## src/rtl/seq_alu_accum.sv

```systemverilog
// seq_alu_accum: registered W-bit ALU with a 2W-bit result/accumulator.
// Single-cycle ops complete at the accepting edge. Opcode 7 runs a W-cycle
// shift-add unsigned multiply with a busy/done handshake. The low half of
// the result can replace operand B, which allows chained operations.
module seq_alu_accum #(
  parameter int W = 4
) (
  input  logic           clk,
  input  logic           resetn,
  input  logic           start,
  input  logic [2:0]     opcode,
  input  logic [W-1:0]   a,
  input  logic [W-1:0]   b,
  input  logic           use_acc,
  output logic [2*W-1:0] result,
  output logic           busy,
  output logic           done
);

  localparam int CW = $clog2(W) + 1;

  typedef enum logic {
    S_IDLE = 1'b0,
    S_MUL  = 1'b1
  } state_t;

  state_t             r_state, w_state_nxt;
  logic [2*W-1:0]     r_result, w_result_nxt;
  logic               r_done, w_done_nxt;
  logic [W-1:0]       r_mcand, w_mcand_nxt;
  logic [W-1:0]       r_mplier, w_mplier_nxt;
  logic [2*W-1:0]     r_prod, w_prod_nxt;
  logic [CW-1:0]      r_count, w_count_nxt;

  logic [W-1:0]       w_opb;
  logic [W:0]         w_inc;
  logic [W:0]         w_sum;
  logic [W:0]         w_diff;
  logic [2*W-1:0]     w_alu;
  logic [2*W-1:0]     w_addend;
  logic [2*W-1:0]     w_prod_add;
  logic               w_mul_last;

  // Place a (W+1)-bit carry/borrow result in the low bits of the 2W-bit result.
  function automatic logic [2*W-1:0] zext_carry(input logic [W:0] v);
    return {{(W-1){1'b0}}, v};
  endfunction

  // Operand selection and single-cycle ALU result; carry and borrow come out as bit W.
  always_comb begin
    w_opb  = use_acc ? r_result[W-1:0] : b;
    w_inc  = {1'b0, a} + {{W{1'b0}}, 1'b1};
    w_sum  = {1'b0, a} + {1'b0, w_opb};
    w_diff = {1'b0, a} - {1'b0, w_opb};
    w_alu  = r_result;
    case (opcode)
      3'd0:    w_alu = zext_carry(w_inc);
      3'd1:    w_alu = zext_carry(w_sum);
      3'd2:    w_alu = zext_carry(w_diff);
      3'd3:    w_alu = {a | w_opb, a ^ w_opb};
      3'd4:    w_alu = {{(2*W-1){1'b0}}, |{a, w_opb}};
      3'd5:    w_alu = {a, w_opb};
      default: w_alu = r_result;
    endcase
  end

  // One shift-add step: add the multiplicand shifted by the step count when the multiplier LSB is set.
  always_comb begin
    w_addend   = r_mplier[0] ? ({{W{1'b0}}, r_mcand} << r_count) : '0;
    w_prod_add = r_prod + w_addend;
    w_mul_last = (r_count == CW'(W - 1));
  end

  // Next-state and datapath updates; anything not assigned below holds its value.
  always_comb begin
    w_state_nxt  = r_state;
    w_result_nxt = r_result;
    w_done_nxt   = 1'b0;
    w_mcand_nxt  = r_mcand;
    w_mplier_nxt = r_mplier;
    w_prod_nxt   = r_prod;
    w_count_nxt  = r_count;
    case (r_state)
      S_IDLE: begin
        if (start) begin
          if (opcode == 3'd7) begin
            w_state_nxt  = S_MUL;
            w_mcand_nxt  = a;
            w_mplier_nxt = w_opb;
            w_prod_nxt   = '0;
            w_count_nxt  = '0;
          end else begin
            w_result_nxt = w_alu;
            w_done_nxt   = 1'b1;
          end
        end
      end
      S_MUL: begin
        w_prod_nxt   = w_prod_add;
        w_mplier_nxt = r_mplier >> 1;
        w_count_nxt  = r_count + CW'(1);
        if (w_mul_last) begin
          w_result_nxt = w_prod_add;
          w_done_nxt   = 1'b1;
          w_state_nxt  = S_IDLE;
        end
      end
      default: w_state_nxt = S_IDLE;
    endcase
  end

  // State and datapath registers; reset aborts any multiply and wins over start.
  always_ff @(posedge clk) begin
    if (!resetn) begin
      r_state  <= S_IDLE;
      r_result <= '0;
      r_done   <= 1'b0;
      r_mcand  <= '0;
      r_mplier <= '0;
      r_prod   <= '0;
      r_count  <= '0;
    end else begin
      r_state  <= w_state_nxt;
      r_result <= w_result_nxt;
      r_done   <= w_done_nxt;
      r_mcand  <= w_mcand_nxt;
      r_mplier <= w_mplier_nxt;
      r_prod   <= w_prod_nxt;
      r_count  <= w_count_nxt;
    end
  end

  assign result = r_result;
  assign busy   = (r_state == S_MUL);
  assign done   = r_done;

endmodule

```

## config.mk

```make
export PLATFORM = sky130hd
export DESIGN_NAME = seq_alu_accum
export DESIGN_NICKNAME = d
export VERILOG_FILES = /design/src/rtl/seq_alu_accum.sv
export SDC_FILE = /design/constraint.sdc
export NUM_CORES = 1
export LEC_CHECK = 0
export BUFFER_PORTS_ARGS = -buffer_cell sky130_fd_sc_hd__buf_2
export CORE_MARGIN = 4
export CORE_UTILIZATION = 39
export CTS_BUF_LIST = sky130_fd_sc_hd__clkbuf_4 sky130_fd_sc_hd__clkbuf_8
export CTS_CLUSTER_SIZE = 30
export DETAILED_ROUTE_END_ITERATION = 10
export GPL_ROUTABILITY_DRIVEN = 0
export SKIP_LAST_GASP = 1
export SYNTH_ARGS = -nofsm -noshare
export SYNTH_HDL_FRONTEND = slang
export SYNTH_SLANG_ARGS = --single-unit
```

## constraint.sdc

```tcl
create_clock -name clk -period 5.6 [get_ports clk]
set_input_delay 1.12 -clock clk [delete_from_list [all_inputs] [get_ports clk]]
set_output_delay 1.12 -clock clk [all_outputs]
set_load 0.005 [all_outputs]
```

### After elaboration in Yosys (flattened, before gate mapping)

Index checks and enable logic that the tools add are counted.

* bits in registers: 29

* equal/unequal tests: 12
* muxes and demuxes: 24
* shift operators: 1
* reductions and logical operators: 5
* bitwise gates (word level): 3
* $add $sub $neg: 5

Operators by type and width (number)
* 8-bit 2-to-1 mux: 6
* 8-bit case mux with 6 select lines: 1
* 8-bit case mux with 2 select lines: 2
* 4-bit 2-to-1 mux: 3
* 3-bit by 2-bit == test with 1-bit output, second input constant: 3
* 3-bit == test, second input constant: 3
* 8-bit adder: 1
* 4-bit case mux with 2 select lines: 1
* 8-bit OR reduction: 1
* 4-bit by 3-bit left shift with 8-bit output: 1
* 7-bit by 1-bit inequality test with 1-bit output, second input constant: 1
* 1-bit 2-to-1 mux: 6
* 3-bit 2-to-1 mux: 2
* 2-bit inequality test, second input constant: 3
* 3-bit case mux with 2 select lines: 1
* 4-bit by 1-bit adder with 5-bit output, second input constant: 1
* 4-bit by 4-bit adder with 5-bit output: 1
* 4-bit by 4-bit subtractor with 5-bit output: 1
* 4-bit OR: 1
* 1-bit case mux with 2 select lines: 2
* 4-bit AND reduction: 1
* 4-bit XOR: 1
* 3-bit by 1-bit adder with 3-bit output, second input constant: 1
* 3-bit by 1-bit == test with 1-bit output, second input constant: 1
* other kinds (5): 5

### Longest topological paths before layout

* depth in word-level cells: 6
* depth in mapped cells: 14
* mapped depth without buffers: 13

### Worst setup path before layout

OpenSTA, ideal clock, no wires.

* path type: input port to flip-flop
* start point: input port use_acc
* end point: register r_result[4], in the netlist result[4]
* data required time: 5.526 ns
* setup slack: 1.795 ns
* setup time: 0.074 ns
* data arrival time: 3.731 ns
* buffers on the path: 1
* stages on the path: 13
* cell sequence: buf_2 mux2_2 inv_1 ha_1 inv_1 a22oi_1 or2_2 fa_1 nand2b_1 a21o_1 a2111oi_0 o31ai_1 a31oi_1

* word-level cells in the longest chain between the ends: 6
* elaborated cells on any way between the ends: 8
* classes of those cells: 2 x add/sub; 5 x mux; 1 x bitwise

Ends and longest elaborated chain
* start, declared: RTL line 14 `input logic use_acc,`
* 4-bit 2-to-1 mux *: RTL line 51 `w_opb = use_acc ? r_result[W-1:0] : b;`
* 4-bit by 4-bit subtractor with 5-bit output (tied with other cells): RTL line 54 `w_diff = {1'b0, a} - {1'b0, w_opb};`
* 8-bit case mux with 6 select lines *: RTL line 56 `case (opcode)`
* 8-bit 2-to-1 mux *: RTL line 86 `if (opcode == 3'd7) begin`
* 8-bit 2-to-1 mux *: RTL line 85 `if (start) begin`
* 8-bit case mux with 2 select lines *: RTL line 83 `case (r_state)`
* end signal, assigned: RTL line 124 `r_result <= w_result_nxt;`
* end, declared: RTL line 28 `logic [2*W-1:0] r_result, w_result_nxt;`

Every way passes the cells marked *; elsewhere a longest branch is shown, timed or not. The select of a mux whose other input is x is not followed.
A chain may end at the register's enable or synchronous reset.

### Worst setup path in the final report

Ends and elaborated chain as after synthesis.

==> flow_summary.json <==
{
  "tightest_slew_ns": 1.09,
  "nNetsFinal": 345,
  "async_reset_ff_share_pct": 0,
  "syn_area_sq_um": 2310,
  "hold_start": "r_prod[2]$_SDFFE_PN0P_",
  "arrival_ns": 4.00,
  "io_buffers": 24,
  "max-slew-margin-rel_pct": 26.6,
  "startpoint_type": "input pin",
  "seq_area_frac_synth_pct": 25.1,
  "antenna_cells": 0,
  "tns_ns": 0,
  "combPwrFrac_pct": 20.3,
  "wl_per_cell_microns": 15.7,
  "fp-row-count": 27,
  "rsz0062_at_grt": "false",
  "hold_violations": 0,
  "grt_pass1_wl_mm": 10.2,
  "yosys_warnings": 0,
  "synth_top_cell_by_area": "dfxtp_1",
  "clk_latency_ns": 0.29,
  "synth.net_count": 328,
  "clk_pin_slew_ns": 0.07,
  "cts_tree": "yes",
  "synth_most_common_cell": "nand2_1",
  "cp.required_ns": 5.82,
  "r2r_start": "result[1]$_SDFFE_PN0P_",
  "antenna_found_initial": 0,
  "hp-class": "flop to flop",
  "grt_overflow": 0,
  "worst_hold_slack_ns": 0.474,
  "initial_core_util_pct": 41.2,
  "cts_htree_levels": 2,
  "peakVddDrop_v": 0.000138,
  "ys_top_cells_by_area": "dfxtp_1 (25%), ha_1 (9.8%), nand2_1 (5.4%), nor2b_1 (4.6%), mux2i_1 (4.3%)",
  "p_sw_mw": 0.164,
  "die_h_microns": 85.0,
  "layout_worst_path_cycle_share_pct": 67.6,
  "critPathTopFamily": "compound AO/OA/AOI/OAI gates",
  "fmax_mhz": 264,
  "slowest_stage": "mux2i_1",
  "ys_types": 56,
  "ys_ff_latch": 29,
  "core-area_sq_um": 5610,
  "first_iter_violations": 161,
  "synthToLayoutAreaGrowth_pct": 11.3,
  "synth-main-ff-cell": "dfxtp_1",
  "path_cells": "buf_2 > mux2i_1 > ha_1 > inv_1 > a22oi_1 > or2_2 > fa_1 > nand2b_1 > a21o_1 > a2111oi_0 > o31ai_1 > a31oi_1",
  "pwr-share-seq_pct": 39.6,
  "drc": 0,
  "synthTopCellsByCount": "nand2_1 (33), dfxtp_1 (29), nor2_1 (21)",
  "grtUsageTotal_pct": 17.6,
  "synthCells": 293,
  "p_int_mw": 0.393,
  "crit_fanout": 6,
  "die-area_sq_um": 7220,
  "period_needed_ns": 3.78,
  "p_leak_nw": 1.03,
  "maxCapViolCount": 0,
  "worst-path-buf-inv": 2,
  "power.share.switching_pct": 29.4,
  "worst_r2r_path_depth": 11,
  "total_power_mw": 0.557,
  "cts.path.max_buffers": 2,
  "finalSetupViolations": 0,
  "final_util_pct": 45.9,
  "vias": 2174,
  "status": "finished clean",
  "fill_cells": 597,
  "cts_resized": 0,
  "finalWorstSetupSlack_ns": 1.82,
  "p_per_area_nw_per_um2": 216,
  "cts.sinks": 29,
  "die_w_microns": 85.0,
  "crit_path_end_kind": "flop",
  "numCtsBuffers": 5,
  "cpPeakStageDelay_ns": 0.47,
  "worstHoldPathCells": 2,
  "synth_edf_count": 0,
  "routed_via_density": 5.68,
  "drtAntennaViolNets": 0,
  "clock_skew_ns": 0.00436,
  "grt_max_degree": 33,
  "cts_root_buf": "clkbuf_8",
  "yosysTopAreaCellShare_pct": 25.1,
  "drv_slew": 0,
  "syn_area_per_cell_sq_um": 7.88,
  "worst_r2r_endpoint": "result[4]$_SDFFE_PN0P_",
  "crit_type": "input pin to flop",
  "totalWireLength_mm": 6.03,
  "whs_endpoint": "r_prod[2]$_SDFFE_PN0P_",
  "timing.reg2reg.setup_slack_ns": 2.52,
  "cts_hold_buf": 0,
  "drive_above_1_share_pct": 13.8,
  "io_pins": 25,
  "clkPwrFrac_pct": 40.1,
  "dp_slack_ns": 1.55,
  "hpwl_mm": 4.45,
  "cts_setup_buffers": 0,
  "first_pass_iters": 4,
  "grt_pass1_vias": 2058
}
==> cell usage in the layout (no fill, tap or decap), drive strengths merged, types with 3 or more instances in the layout <==
cell type,count
nand2b,7
buf,25
xnor2,4
nor3,4
a21boi,8
nand3b,3
nand4,3
dfxtp,29
nand2,33
nor3b,3
o21ai,16
mux2,4
mux2i,11
o211ai,4
nand3,9
a22oi,6
a21o,3
o21a,4
nor2b,17
a21oi,10
ha,18
clkbuf,5
a31oi,8
nor2,22
xor2,3
inv,16
==> worst max-delay path by stage <==
| stage | cells after the start | to | slack, ns | start |
|---|---|---|---|---|
| 2_1_floorplan | 13 | result[4]$_SDFFE_PN0P_ | 1.79 | use_acc |
| 3_5_place_dp | 12 | result[4]$_SDFFE_PN0P_ | 1.55 | use_acc |
| 5_1_grt | 12 | result[4]$_SDFFE_PN0P_ | 1.58 | use_acc |
| 4_1_cts | 12 | result[4]$_SDFFE_PN0P_ | 1.82 | use_acc |
| 6_report | 12 | result[4]$_SDFFE_PN0P_ | 1.82 | use_acc |
| 3_3_place_gp | 12 | result[4]$_SDFFE_PN0P_ | 1.65 | use_acc |
==> cells by family (layout without fill, tap and decap cells) <==
group / after synthesis / in the layout / synth area share [%]
adder cells (fa/ha/maj): 20 / 20 / 11.5
flip-flops: 29 / 29 / 25.1
multiplexers: 15 / 15 / 6.88
AND/OR/NAND/NOR: 110 / 110 / 23.8
XOR/XNOR: 7 / 7 / 2.65
buffers and inverters: 31 / 49 / 5.69
AO/OA/AOI/OAI: 81 / 81 / 24.4
==> area by class of cell <==
cell class,count,area (sq um),share of cell area (%)
Sequential cell,29,581,22.6
Clock inverter,3,46.3,1.80
Inverter,16,60.1,2.34
Multi-Input combinational cell,233,1600,62.1
Tap cell,72,90.1,3.50
Clock buffer,5,68.8,2.68
Timing Repair Buffer,25,128,4.96
==> per-stage QoR <==
| stage | area, sq um | cells |
|---|---|---|
| 2_1_floorplan | 2310 | 293 |
| 3_3_place_gp | 2460 | 375 |
| 3_5_place_dp | 2460 | 375 |
| 4_1_cts | 2570 | 383 |
| 5_1_grt | 2570 | 383 |
| 6_report | 2570 | 383 |
==> state kept, by name (all words and copies together) (netlist names) <==
register,cells
result,8
r_mplier,4
busy,1
r_mcand,4
r_prod,8
r_count,3
done,1
==> tightest hold or removal path, delay by kind of cell, from the launching register on <==
family           cells  cell delay [ns]
AO/OA/AOI/OAI        1             0.06
flip-flops           1             0.31
AND/OR/NAND/NOR      1             0.05
==> power groups by stage <==
stage	sequential [mW]	combinational [mW]	clock [mW]
after global routing	0.221	0.128	0.240
after floorplan	0.223	0.0794	0
after global placement	0.225	0.112	0
final	0.220	0.113	0.223
after CTS	0.220	0.113	0.228
after detailed placement	0.225	0.113	0
==> metal layers <==
| metal | part of all wire (%) | GRT usage (%) |
|---|---|---|
| met2 | 44 | 26.8 |
| met1 | 49 | 24.3 |
| met5 | 0 | 0 |
| met3 | 3.7 | 2.72 |
| met4 | 2.6 | 8.06 |
Power figures use the tool's default switching activity.
